`config.mk`:
```
export PLATFORM = sky130hd
export DESIGN_NAME = compc_iter_flat
export DESIGN_NICKNAME = d
export VERILOG_FILES = /design/src/rtl/compc_iter_if.sv /design/src/rtl/compc_iter.sv /design/src/flat_wrapper.sv
export SDC_FILE = /design/constraint.sdc
export NUM_CORES = 1
export LEC_CHECK = 0
export BUFFER_PORTS_ARGS = -buffer_cell sky130_fd_sc_hd__buf_2
export CAP_MARGIN = 20
export CORE_MARGIN = 2
export CORE_UTILIZATION = 50
export CTS_CLUSTER_SIZE = 20
export DETAILED_ROUTE_END_ITERATION = 7
export PLACE_DENSITY = 0.75
export SETUP_SLACK_MARGIN = 0.02
export SYNTH_ARGS = -nofsm -noshare
export SYNTH_HDL_FRONTEND = slang
export SYNTH_SLANG_ARGS = --single-unit
export TNS_END_PERCENT = 30
```
`constraint.sdc`:
```
create_clock -name clk -period 2.9 [get_ports clk]
set_input_delay 0 -clock clk [delete_from_list [all_inputs] [get_ports clk]]
set_output_delay 0 -clock clk [all_outputs]
set_load 0.005 [all_outputs]
```
`src/rtl/compc_iter_if.sv`:
```
// compc_iter_if: start/result bundle between the ALU control FSM and the
// sequential comparator.
//   master (ALU control): drives enable, data_in {A,B}, mode; reads results
//   slave  (comparator) : reads start/operands; drives busy, ab_out, done_compc
interface compc_iter_if #(parameter int WIDTH = 8);
  logic               enable;
  logic [2*WIDTH-1:0] data_in;
  logic               mode;
  logic               busy;
  logic [3:0]         ab_out;
  logic               done_compc;

  modport master (output enable, data_in, mode, input busy, ab_out, done_compc);
  modport slave  (input enable, data_in, mode, output busy, ab_out, done_compc);
endinterface

```
`src/rtl/compc_iter.sv`:
```
// compc_iter: sequential magnitude comparator. Captures A/B on enable and
// scans MSB-first, STEP bits per clock. It stops at the first differing
// slice, or at slice 0 when the operands are equal.
// Ports:
//   clk, rst      clock, synchronous active-high reset
//   bus (slave)   enable/data_in/mode in; busy/ab_out/done_compc out
//                 ab_out = {early, gt, lt, eq}
// Optional macro COMPC_SIGNED_EN: mode=1 selects a signed comparison. Both
// MSBs are flipped at capture, so the unsigned scan orders two's complement
// values correctly. Without the macro, mode is ignored.
module compc_iter #(
  parameter int WIDTH = 8,
  parameter int STEP  = 2
) (
  input  logic         clk,
  input  logic         rst,
  compc_iter_if.slave  bus
);
  localparam int N  = WIDTH / STEP;
  localparam int IW = (N > 1) ? $clog2(N) : 1;

  typedef enum logic {IDLE, SCAN} state_t;

  state_t            state_q, state_d;
  logic [WIDTH-1:0]  a_q, b_q, a_cap, b_cap;
  logic [IW-1:0]     idx_q;
  logic [STEP-1:0]   sa, sb;
  logic              differ, last, decide;
  logic [3:0]        res;

  // Operand capture, with optional offset-binary conversion.
`ifdef COMPC_SIGNED_EN
  assign a_cap = bus.data_in[2*WIDTH-1:WIDTH] ^ {bus.mode, {(WIDTH-1){1'b0}}};
  assign b_cap = bus.data_in[WIDTH-1:0]       ^ {bus.mode, {(WIDTH-1){1'b0}}};
`else
  assign a_cap = bus.data_in[2*WIDTH-1:WIDTH];
  assign b_cap = bus.data_in[WIDTH-1:0];
`endif

  // State register
  always_ff @(posedge clk) begin
    if (rst) state_q <= IDLE;
    else     state_q <= state_d;
  end

  // Next-state logic
  always_comb begin
    state_d = state_q;
    case (state_q)
      IDLE: if (bus.enable) state_d = SCAN;
      SCAN: if (decide)     state_d = IDLE;
      default:              state_d = IDLE;
    endcase
  end

  // Output and slice-decision logic
  always_comb begin
    sa       = a_q[idx_q*STEP +: STEP];
    sb       = b_q[idx_q*STEP +: STEP];
    differ   = (sa != sb);
    last     = (idx_q == '0);
    bus.busy = (state_q == SCAN);
    decide   = (state_q == SCAN) && (differ || last);
    // A differing slice decides the result. A match at slice 0 means equal.
    res      = differ ? {!last, sa > sb, sa < sb, 1'b0} : 4'b0001;
  end

  // Datapath: operands, slice index, result and done pulse
  always_ff @(posedge clk) begin
    if (rst) begin
      a_q            <= '0;
      b_q            <= '0;
      idx_q          <= '0;
      bus.ab_out     <= 4'b0000;
      bus.done_compc <= 1'b0;
    end else begin
      bus.done_compc <= 1'b0;
      if (state_q == IDLE) begin
        if (bus.enable) begin
          a_q   <= a_cap;
          b_q   <= b_cap;
          idx_q <= IW'(N - 1);
        end
      end else if (decide) begin
        bus.ab_out     <= res;
        bus.done_compc <= 1'b1;
      end else begin
        idx_q <= idx_q - 1'b1;
      end
    end
  end
endmodule

```
`src/flat_wrapper.sv`:
```
// flat-port wrapper written by rule: the top's interface ports become plain ports
module compc_iter_flat 
#(
  parameter int WIDTH = 8,
  parameter int STEP  = 2
)
  (clk, rst, bus_enable, bus_data_in, bus_mode, bus_busy, bus_ab_out, bus_done_compc);
  compc_iter_if #(.WIDTH(WIDTH)) bus_i ();
  input  logic clk;
  input  logic rst;
  input wire logic [$bits(bus_i.enable)-1:0] bus_enable;
  input wire logic [$bits(bus_i.data_in)-1:0] bus_data_in;
  input wire logic [$bits(bus_i.mode)-1:0] bus_mode;
  output wire logic [$bits(bus_i.busy)-1:0] bus_busy;
  output wire logic [$bits(bus_i.ab_out)-1:0] bus_ab_out;
  output wire logic [$bits(bus_i.done_compc)-1:0] bus_done_compc;
  assign bus_i.enable = bus_enable;
  assign bus_i.data_in = bus_data_in;
  assign bus_i.mode = bus_mode;
  assign bus_busy = bus_i.busy;
  assign bus_ab_out = bus_i.ab_out;
  assign bus_done_compc = bus_i.done_compc;
  compc_iter #(.WIDTH(WIDTH), .STEP(STEP)) u_core (.clk(clk), .rst(rst), .bus(bus_i));
endmodule
```
Yosys cells after proc, flatten, opt, wreduce, memory -nomap -nowiden
Index checks and enable logic that the tools add are counted.
Storage, ports and cells
  flip-flop bits (word level): 24
  output and inout bits: 6
Cells by class
  add/subtract/negate cells: 1
  $lt $le $gt $ge: 2
  equality and inequality tests: 2
  shift operators: 2
  multiplexer cells: 8
  bitwise logic cells: 1
  reduce and logical (&&, ||, !) cells: 9
Operators with widths (number)
  8-bit by 4-bit indexed part select with 2-bit output: 2
  2-bit two-way mux: 3
  2-bit AND reduction: 3
  4-bit two-way mux: 1
  1-bit two-way mux: 3
  2-bit greater-than comparator: 1
  2-bit logical NOT: 1
  2-bit < comparator: 1
  2-bit inequality test: 1
  2-bit inequality test, second input constant: 1
  1-bit case mux with 2 select lines: 1
  2-bit nonzero test: 1
  2-bit OR reduction: 1
  2-bit by 1-bit subtractor with 2-bit output, second input constant: 1
  1-bit logical AND: 1
  1-bit logical NOT: 1
  1-bit logical OR: 1
  1-bit inverter: 1

Depth between registers and ports, before layout
Gate-level depths: netlist of run 1.
  word-level depth: 6
  depth in mapped cells: 7
  gate-level depth less buffers: 6

Least setup slack after synthesis of run 1
Ideal clock, no wire load.
  kind: reg2reg
  start point: reg u_core.idx_q[0]
  end point: reg u_core.bus.ab_out[1]
  setup time: 0.074 ns
  data arrival time: 1.975 ns
  data required time: 2.826 ns
  slack: 0.851 ns
  stages on the path, launching flop included: 7
  buffers on the path: 1
  clock period less this slack: 2.049 ns
  cells stage by stage: dfxtp_1 -> buf_2 -> mux4_2 -> ha_1 -> a21boi_2 -> or4b_1 -> o21ai_0
Between the ends
  longest elaborated chain between the ends: 5
  elaborated cells between the ends (all ways): 9
  classes of those cells: 1 x order compare; 1 x eq/ne; 2 x shift; 1 x mux; 4 x reduce/logical
RTL lines
  start: declaration: RTL line compc_iter.sv:26  | logic [IW-1:0] idx_q;
  start signal: assignment: RTL line compc_iter.sv:82  | idx_q <= IW'(N - 1);
  start signal: assignment: RTL line compc_iter.sv:88  | idx_q <= idx_q - 1'b1;
  8-bit by 4-bit indexed part select with 2-bit output (on tied branches): RTL line compc_iter.sv:58, compc_iter.sv:59
  2-bit inequality test: RTL line compc_iter.sv:60  | differ = (sa != sb);
  1-bit logical OR: RTL line compc_iter.sv:63  | decide = (state_q == SCAN) && (differ || last);
  1-bit logical AND: RTL line compc_iter.sv:63
  2-bit AND reduction (no source line)
  end signal: assignment: RTL line compc_iter.sv:85  | bus.ab_out <= res;
  end: declaration: RTL line compc_iter_if.sv:14  | modport slave (input enable, data_in, mode, output busy, ab_out, done_compc);
Parallel ways exist; a longest one is shown, timed or not.
A chain may end at the register's enable or synchronous reset.

Worst setup path in the final report of run 1
Same ends and word-level chain as after synthesis.

==> run_results.csv, run 1 <==
group,metric,value,unit
run_status,status,"completed",
floorplanning,io_pins,26,
clock_tree,cts_tree,"done",
route,drc,0,
clock_tree,cts_buffers,3,
setup_path,r2r_cells,5,
setup_path,crit_type,"flip-flop to flip-flop",
setup_path,cp_max_fo,6,
cells_and_area,area_delta_synth_final,31.1,%
power_and_ir_drop,power.total,0.000683,W
power_and_ir_drop,vdd_ir_drop_max,408,uV
floorplanning,start_util,52.1,%
route,antenna_left,0,
floorplanning,core-area,1940,um^2
synthesis,synth_edf_count,0,
floorplanning,die_area,2400,um^2
synthesis,yosysTopAreaCell,"dfxtp_1",
power_and_ir_drop,powerDensity,515,nW/um^2
floorplanning,fp-row-count,16,
timing,setup_viol,0,
job,max_cap_viol_count,0,
timing,fin_skew,0.00350,ns
setup_path,arrival,2.48,ns
route,drt-initial-drc-count,5,
synthesis,synthTopCellsByArea,"dfxtp_1 48%, nand2_1 12%, a21oi_1 8.9%",
clock_tree,post_cts_resized,0,
grt,antenna_found_initial,0,
setup_path,required,3.16,ns
setup_path,endpoint_kind,"flip-flop",
timing,worst_pin_slew,0.575,ns
cells_and_area,multi_input_area,479,um^2
synthesis,synthArstFlopShare,0,%
timing,rsz0062_at_grt,"no",
grt,grt.total_usage,20.4,%
timing,max_clock_freq,450,MHz
synthesis,synth.cell_area,1010,um^2
timing,finalCriticalPeriod,2.22,ns
setup_path,cp-start-kind,"flip-flop",
timing,final.setup.tns,0,ns
route,wirelength,2090,um
timing,maxSlewViolCount,0,
clock_tree,cts-root-buf,"clkbuf_4",
grt,grt_max_degree,27,
place,port_buffers,24,
cells_and_area,final_common_cell,"nand2_1",
cells_and_area,nFillCells,159,
grt,grt_pass1_wl,3690,um
synthesis,syn-num-nets,138,
floorplanning,dieWidth,49.0,um
route,viasPerCell,4.98,
synthesis,synth.distinct_cells,22,
cells_and_area,regArea,480,um^2
clock_tree,cts.sinks,24,
cells_and_area,drive_gt1_share,21.9,%
clock_tree,htreeDepth,1,
power_and_ir_drop,p_leak,0.562,nW
route,first_pass_iters,4,
place,place_congestion,0.699,
clock_tree,clock_path_buffers,2,
synthesis,seq_area_frac_synth,47.5,%
route,num_vias,887,
clock_tree,post_cts_buffers,0,
clock_tree,insertion_delay,0.32,ns
synthesis,netlist_instances,115,
floorplanning,die_h,49.0,um
timing,hold_viol_final,0,
synthesis,syn_avg_cell_area,8.79,um^2
min_path,hp-class,"input port to flip-flop",
route,wire_per_inst,11.7,um
timing,finalCritPeriodShare,76.6,%
cells_and_area,final_nets,175,
cells_and_area,final_cell_mix,"33 x nand2_1, 24 x buf_2, 24 x dfxtp_1, 18 x a21oi_1, 16 x dlygate4sd3_1",
clock_tree,clk_pin_slew,0.13,ns
min_path,min_path_cells,2,
cells_and_area,n_antenna_cell,0,
synthesis,synth_top_area_share,47.5,%
grt,grt_pass1_vias,851,
synthesis,yosysWarnings,0,
timing,timing.slew.headroom,61.7,%
place,hpwlAfterDp,1240,um
grt,gr-total-overflow,0,
synthesis,ys.flop_type,"dfxtp_1",
synthesis,ys_ff_latch,24,
-- timing repair --
| item | in CTS | in global routing |
|---|---|---|
| hold buffers | 16 | 0 |
| endpoints found under the setup margin | 0 | 0 |
| endpoints found under the hold margin | 16 | 0 |
-- critical path, stage by stage (launching register included) --
cell and delay (ns):
dfxtp_1 0.53, mux4_2 0.55, ha_1 0.36, a21boi_2 0.21, or4b_1 0.44, o21ai_0 0.07
-- cell type report --
class | count | area share (%)
Sequential cell | 24 | 36.3
Clock buffer | 4 | 2.74
Inverter | 4 | 1.13
Multi-Input combinational cell | 79 | 36.2
Tap cell | 27 | 2.55
Timing Repair Buffer | 40 | 21.2
-- path summary, 6_finish.rpt --
path,from,endpoint,slack [ns]
worst min-delay path,rst,u_core.bus.done_compc$_SDFF_PP0_,0.09
worst min register to register,u_core.b_q[6]$_SDFFE_PP0P_,u_core.b_q[6]$_SDFFE_PP0P_,0.46
worst max-delay path,u_core.idx_q[0]$_SDFFE_PP0P_,u_core.bus.ab_out[1]$_SDFFE_PP0P_,0.68
worst max register to register,u_core.idx_q[0]$_SDFFE_PP0P_,u_core.bus.ab_out[1]$_SDFFE_PP0P_,0.68
-- registers in the layout (all words and copies together), names as in the netlist --
signal	count
u_core.b_q	8
u_core.bus.done_compc	1
u_core.a_q	8
u_core.bus.busy	1
u_core.bus.ab_out	4
u_core.idx_q	2
-- logic make-up (layout without fill, tap and decap cells) --
kind of cell | count (synthesis) | count (layout) | synth area share, %
AOI/OAI and AO/OA | 26 | 26 | 14.6
adders and majority gates | 3 | 3 | 3.71
buffers and inverters | 12 | 48 | 5.07
DFF | 24 | 24 | 47.5
muxes | 4 | 4 | 8.91
and+or+nand+nor | 46 | 46 | 20.2
-- through the flow --
stage               cells  area (um^2)  hold slack [ns]  setup WS [ns]  utilization, %
floorplan             115         1010            0.136          0.851               -
global placement      158         1130            0.241          0.710            58.1
detailed placement    158         1130            0.247          0.699            58.1
CTS                   178         1330           0.0854          0.677            68.2
global route          178         1330            0.111          0.572            68.2
finish                178         1330           0.0923          0.678            68.2
-- routing by layer --
layer	GRT usage (%)	wire, um	up-vias
met5	0	0	-
met4	10.0	42	0
met3	3.68	86	6
met2	36.1	1060	20
met1	23.5	897	406
li1	-	-	455
-- power by group --
group	internal, W	leakage, nW	total [W]	switching [W]
clock network	0.0000770	0.0210	0.000178	0.000101
logic	0.0000704	0.344	0.000131	0.0000610
registers	0.000354	0.197	0.000374	0.0000192
-- cells in the mapped netlist, drive strengths merged (2+ instances only) --
library cell,instances
nand2b,3
buf,4
nor2b,2
nand2,33
dfxtp,24
o21ai,2
a21oi,18
nor2,3
clkbuf,4
nor3,2
mux4,4
inv,4
ha,3
a211oi,2
No activity file was read; power rests on OpenSTA's default activity.
==> run 2: changes to the inputs <==
Settings changed: CORE_UTILIZATION 50 to 45, PLACE_DENSITY 0.75 to 0.71.
Clock period 2.9 ns to 2 ns, I/O delays scaled along.
==> run 2 against run 1 <==
  * The flow now finishes with violations (setup timing)
  * First-iteration DRC count is the same
  * Count of clock-buffer cells in the layout shrank 1
  * Highest routed layer unchanged
  * Fmax rose by 11%
  * Combinational power grew 73%
  * Via count is 2.1% higher
  * Clock skew down 0.0018 ns
  * Hold slack worse by 0.0045 ns
  * Routed wire length is 3.4% higher
  * Register-to-register slack got worse by 0.68 ns
  * Non-clock buffer count rose by 4
  * Final cell count increased by 2.8%
==> run_results.csv, run 2 (same netlist as run 1, synthesis figures left out) <==
group,metric,value,unit
power_and_ir_drop,vdd_ir_drop_max,506,uV
grt,grt_max_degree,27,
grt,gr-total-overflow,0,
setup_path,crit_slowest_cell,"mux4_2",
route,drt-initial-drc-count,5,
route,drc,0,
timing,rsz0062_at_grt,"yes",
power_and_ir_drop,powerDensity,795,nW/um^2
clock_tree,clk_pin_slew,0.13,ns
timing,finalCritPeriodShare,100,%
clock_tree,insertion_delay,0.32,ns
place,port_buffers,24,
cells_and_area,top_regs,"u_core.a_q x8, u_core.b_q x8, u_core.bus.ab_out x4",
setup_path,r2r_cells,7,
cells_and_area,stdcell_count,183,
run_status,status,"finished with violations",
cells_and_area,multi_input_area,504,um^2
timing,final.setup.tns,-0.00215,ns
setup_path,r2r_start,"u_core.idx_q[0]$_SDFFE_PP0P_",
power_and_ir_drop,p_comb_share,20.3,%
floorplanning,fp-row-count,17,
route,wire_per_inst,11.8,um
timing,maxSlewViolCount,0,
setup_path,cp-start-kind,"flip-flop",
clock_tree,cts_buffers,3,
clock_tree,cts-root-buf,"clkbuf_4",
clock_tree,cts_tree,"done",
cells_and_area,area_delta_synth_final,38.7,%
grt,grt_pass1_wl,3550,um
power_and_ir_drop,seqPwrFrac,48.4,%
grt,met3_usage,2.63,%
timing,fin_skew,0.00168,ns
min_path,min_path_cells,2,
grt,grt.met2_usage,32.7,%
power_and_ir_drop,p_sw_share,24.5,%
setup_path,crit_path_max_incr_delay,0.49,ns
route,wirelength,2160,um
clock_tree,post_cts_buffers,0,
setup_path,crit-reg2reg-capture,"u_core.bus.ab_out[1]$_SDFFE_PP0P_",
cells_and_area,utilization,64.6,%
grt,grt_pass1_vias,869,
timing,setup_viol,1,
setup_path,arrival,2.26,ns
timing,fin_ws,-0.00215,ns
clock_tree,cts.sinks,24,
run_status,violations,"setup timing",
power_and_ir_drop,p_leak,0.592,nW
clock_tree,clock_path_buffers,2,
place,place_area,1170,um^2
cells_and_area,final_nets,179,
route,viasPerCell,4.95,
timing,max_clock_freq,499,MHz
power_and_ir_drop,p_int,0.000841,W
job,max_cap_viol_count,0,
setup_path,cp_max_fo,4,
setup_path,critPathBufInv,2,
cells_and_area,drive_gt1_share,27.1,%
timing,timing.slew.headroom,59.3,%
floorplanning,io_pins,26,
cells_and_area,n_antenna_cell,0,
cells_and_area,final_cell_mix,"33 x nand2_1, 24 x buf_2, 23 x dfxtp_1, 18 x a21oi_1, 16 x dlygate4sd3_1",
floorplanning,dieWidth,51.4,um
setup_path,endpoint_kind,"flip-flop",
place,place_congestion,0.706,
clock_tree,htreeDepth,1,
route,num_vias,906,
setup_path,cp_cell_sequence,"buf_6 -> mux4_2 -> inv_2 -> ha_4 -> nor2b_1 -> or4b_1 -> o21ai_1",
setup_path,crit_type,"flip-flop to flip-flop",
timing,finalCriticalPeriod,2.00,ns
place,hpwlAfterDp,1430,um
route,first_pass_iters,4,
timing,hold_viol_final,0,
power_and_ir_drop,power_switching,0.000273,W
setup_path,r2r_slack,-0.002,ns
power_and_ir_drop,power.total,0.00111,W
grt,antenna_found_initial,0,
cells_and_area,nFillCells,185,
route,antenna_left,0,
cells_and_area,final_common_cell,"nand2_1",
min_path,hp-class,"input port to flip-flop",
floorplanning,core-area,2170,um^2
setup_path,startpoint,"u_core.idx_q[0]$_SDFFE_PP0P_",
place,dp.cells,163,
min_path,hp-start,"rst",
cells_and_area,regArea,482,um^2
grt,grt.total_usage,18.7,%
timing,worst_pin_slew,0.611,ns
grt,busiest_layer,"met2",
cells_and_area,stdcell_area,1400,um^2
power_and_ir_drop,power_frac_clock,31.3,%
floorplanning,die_area,2640,um^2
min_path,whs_endpoint,"u_core.bus.busy$_SDFF_PP0_",
grt,gr-usage-met1,21.0,%
floorplanning,start_util,46.6,%
setup_path,required,2.26,ns
setup_path,cp_top_family,"simple AND/OR/NAND/NOR gates",
floorplanning,die_h,51.4,um
-- run 2: changes by cell type in the layout (fill, tap and decap cells not counted), moves of 2 or more --
cell	previous run	this run
buf_4	0	3
ha_1	3	1
ha_4	0	2
inv_1	4	2
inv_2	0	2
-- run 2: timing repair --
action	in CTS	in global routing
setup endpoints to repair	2	3
hold endpoints to repair	16	0
resized for setup	5	1
hold buffers	16	0
pin swaps	1	0
-- run 2: how the worst max path moves through the flow --
| stage | slack, ns | endpoint | depth (start not counted) |
|---|---|---|---|
| 2_1_floorplan | 0.04 | u_core.bus.ab_out[1]$_SDFFE_PP0P_ | 6 |
| 3_3_place_gp | 0.02 | u_core.bus.ab_out[1]$_SDFFE_PP0P_ | 6 |
| 3_5_place_dp | -0.03 | u_core.bus.ab_out[1]$_SDFFE_PP0P_ | 6 |
| 4_1_cts | -0.003 | u_core.bus.ab_out[1]$_SDFFE_PP0P_ | 7 |
| 5_1_grt | -0.09 | u_core.bus.ab_out[1]$_SDFFE_PP0P_ | 7 |
| 6_report | -0.002 | u_core.bus.ab_out[1]$_SDFFE_PP0P_ | 7 |
-- run 2: layout make-up --
| cell class | instances | share of cell area, % |
|---|---|---|
| flip-flops and latches | 24 | 34.3 |
| inverters | 4 | 1.07 |
| repair buffers | 44 | 22.4 |
| well taps | 28 | 2.50 |
| clock buffers | 3 | 1.61 |
| clock inverters | 1 | 2.14 |
| multi-input cells | 79 | 35.9 |
-- run 2: power groups by stage --
stage	clock network [W]	registers [W]	logic, W
global placement	0	0.000547	0.000185
global route	0.000375	0.000544	0.000254
CTS	0.000359	0.000539	0.000223
floorplan	0	0.000542	0.000137
detailed placement	0	0.000549	0.000191
finish	0.000349	0.000539	0.000226
-- run 2: stage by stage --
step / hold slack, ns / setup slack [ns]
6_report: 0.0878 / -0.00215
4_1_cts: 0.0756 / -0.00333
3_3_place_gp: 0.240 / 0.0232
2_1_floorplan: 0.136 / 0.0373
5_1_grt: 0.0998 / -0.0888
3_5_place_dp: 0.246 / -0.0263
-- run 2: metal layers --
| layer | part of all wire [%] | up-vias |
|---|---|---|
| li1 | - | 466 |
| met1 | 45 | 412 |
| met2 | 49 | 21 |
| met3 | 3.0 | 7 |
| met4 | 2.9 | 0 |
| met5 | 0 | - |
==> run 3: changes to the inputs <==
Settings changed: BUFFER_PORTS_ARGS -buffer_cell sky130_fd_sc_hd__buf_2 to -buffer_cell sky130_fd_sc_hd__buf_4, CORE_MARGIN 2 to not set, PLACE_DENSITY 0.71 to 0.69.
==> run 3 against run 2 <==
  * The flow still finishes with violations (setup timing)
  * Sequential cell count unchanged
  * Clock power fell by 44%
  * Routed wire length fell by 3.9%
  * Sequential power about the same
  * Final area grew 3.5%
  * Register-to-register slack worse by 0.03 ns
  * Critical path depth did not move
  * Non-clock buffer count is 1 higher
  * Total power down 11%
  * Die area down 7.6%
  * Count of clock-buffer cells in the layout did not move
  * Highest routed layer unchanged
==> run_results.csv, run 3 (same netlist as run 1, synthesis figures left out) <==
group,metric,value,unit
clock_tree,clock_path_buffers,2,
setup_path,r2r_cells,7,
setup_path,crit_type,"flip-flop to flip-flop",
floorplanning,io_pins,26,
setup_path,crit-reg2reg-capture,"u_core.bus.ab_out[1]$_SDFFE_PP0P_",
run_status,status,"finished with violations",
min_path,whs_endpoint,"u_core.bus.busy$_SDFF_PP0_",
place,hpwlAfterDp,1290,um
place,port_buffers,24,
power_and_ir_drop,vdd_ir_drop_max,449,uV
route,antenna_left,0,
clock_tree,cts_buffers,3,
cells_and_area,drive_gt1_share,28.4,%
grt,gr-total-overflow,0,
floorplanning,fp-row-count,16,
power_and_ir_drop,p_leak,0.608,nW
cells_and_area,final_cell_mix,"33 x nand2_1, 27 x buf_4, 23 x dfxtp_1, 18 x a21oi_1, 16 x dlygate4sd3_1",
setup_path,arrival,2.27,ns
route,wl_met2,1090,um
clock_tree,clk_pin_slew,0.12,ns
timing,timing.slew.headroom,62.5,%
setup_path,cp-start-kind,"flip-flop",
power_and_ir_drop,powerDensity,683,nW/um^2
place,place_congestion,0.791,
cells_and_area,final_common_cell,"nand2_1",
grt,grt.total_usage,19.4,%
setup_path,required,2.24,ns
cells_and_area,multi_input_area,513,um^2
cells_and_area,final_nets,180,
route,drc,0,
floorplanning,die_h,49.4,um
grt,grt_pass1_wl,3600,um
clock_tree,htreeDepth,1,
setup_path,crit_slowest_cell,"mux4_2",
timing,setup_viol,1,
run_status,violations,"setup timing",
min_path,min_path_cells,2,
setup_path,r2r_slack,-0.03,ns
cells_and_area,top_regs,"u_core.a_q x8, u_core.b_q x8, u_core.bus.ab_out x4",
timing,whs,0.0456,ns
clock_tree,insertion_delay,0.30,ns
clock_tree,cts-root-buf,"clkbuf_4",
clock_tree,cts.sinks,24,
timing,finalCritPeriodShare,101,%
route,wire_per_inst,11.4,um
cells_and_area,nFillCells,167,
timing,fin_skew,0.00165,ns
power_and_ir_drop,power.total,0.000991,W
floorplanning,core-area,2040,um^2
floorplanning,start_util,49.5,%
timing,hold_viol_final,0,
route,wirelength,2080,um
setup_path,crit_path_max_incr_delay,0.50,ns
grt,grt_pass1_vias,886,
floorplanning,die_area,2440,um^2
grt,grt_max_degree,27,
setup_path,r2r_start,"u_core.idx_q[0]$_SDFFE_PP0P_",
setup_path,cp_cell_sequence,"buf_6 -> mux4_2 -> inv_2 -> ha_4 -> a21boi_2 -> or4b_1 -> o21ai_1",
route,num_vias,911,
timing,final.setup.tns,-0.0277,ns
clock_tree,cts_tree,"done",
min_path,hp-class,"input port to flip-flop",
cells_and_area,n_antenna_cell,0,
setup_path,cp_max_fo,4,
route,viasPerCell,5.01,
timing,rsz0062_at_grt,"yes",
route,first_pass_iters,5,
route,highest_layer,"met4",
cells_and_area,regArea,482,um^2
timing,max_clock_freq,493,MHz
timing,worst_pin_slew,0.563,ns
timing,maxSlewViolCount,0,
route,met3_length,65,um
timing,finalCriticalPeriod,2.03,ns
job,max_cap_viol_count,0,
timing,fin_ws,-0.0277,ns
route,drt-initial-drc-count,5,
cells_and_area,area_delta_synth_final,43.6,%
floorplanning,dieWidth,49.4,um
grt,antenna_found_initial,0,
setup_path,endpoint_kind,"flip-flop",
route,met1_length,905,um
min_path,hp-start,"rst",
## run 3: cell types whose count changed in the layout (fill, tap and decap cells not counted)
cell / before / now
buf_6: 1 / 2
buf_4: 3 / 27
and4b_2: 0 / 1
nor2b_4: 0 / 1
bufinv_16: 1 / 0
buf_2: 24 / 0
nor2b_1: 2 / 1
and4b_1: 1 / 0
## run 3: power breakdown
| part | total (W) | leakage [nW] | internal, W | switching (W) |
|---|---|---|---|---|
| clock | 0.000197 | 0.0138 | 0.0000702 | 0.000127 |
| combinational | 0.000255 | 0.397 | 0.000150 | 0.000104 |
| sequential | 0.000539 | 0.197 | 0.000514 | 0.0000250 |
| total | 0.000991 | 0.608 | 0.000735 | 0.000256 |
## run 3: how the worst max path moves through the flow
stage,startpoint,endpoint,slack (ns),cells past startpoint
4_1_cts,u_core.idx_q[0]$_SDFFE_PP0P_,u_core.bus.ab_out[1]$_SDFFE_PP0P_,0.02,7
2_1_floorplan,u_core.idx_q[0]$_SDFFE_PP0P_,u_core.bus.ab_out[1]$_SDFFE_PP0P_,0.04,6
6_report,u_core.idx_q[0]$_SDFFE_PP0P_,u_core.bus.ab_out[1]$_SDFFE_PP0P_,-0.03,7
3_5_place_dp,u_core.idx_q[0]$_SDFFE_PP0P_,u_core.bus.ab_out[1]$_SDFFE_PP0P_,-0.02,6
5_1_grt,u_core.idx_q[0]$_SDFFE_PP0P_,u_core.bus.ab_out[1]$_SDFFE_PP0P_,-0.08,6
3_3_place_gp,u_core.idx_q[0]$_SDFFE_PP0P_,u_core.bus.ab_out[1]$_SDFFE_PP0P_,0.02,6
## run 3: timing repair
item                                   4_1_cts  5_1_grt
endpoints found under the hold margin       16        0
setup endpoints to repair                    1        2
pin swaps                                    2        3
resized for setup                            7        2
setup buffers                                0        1
hold buffers                                16        0
## run 3: layout make-up
class | instances | area share [%]
clock buffers | 3 | 1.55
inverters | 4 | 1.03
multi-input cells | 79 | 35.3
flip-flops and latches | 24 | 33.2
well taps | 27 | 2.33
repair buffers | 45 | 26.6
## run 3: routing by layer
metal | global-route usage, % | up-vias
met2 | 38.1 | 18
li1 | - | 466
met3 | 3.12 | 2
met1 | 20.1 | 425
met5 | 0 | -
met4 | 7.14 | 0
## run 3: worst max-delay path: cells and delay by family, from the launching register on
family	cells	cell delay (ns)
buffers and inverters	2	0.19
flip-flops	1	0.38
AND/OR/NAND/NOR	1	0.44
AO/OA/AOI/OAI	2	0.25
adder cells (fa/ha/maj)	1	0.20
multiplexers	1	0.50
## run 3: stage by stage
stage	utilization, %	std cells	worst slack [ns]	cell area [um^2]
finish	71.1	182	-0.0277	1450
global route	71.1	182	-0.0767	1450
CTS	70.5	181	0.0210	1440
detailed placement	60.3	162	-0.0220	1230
global placement	60.3	162	0.0162	1230
floorplan	-	115	0.0373	1030
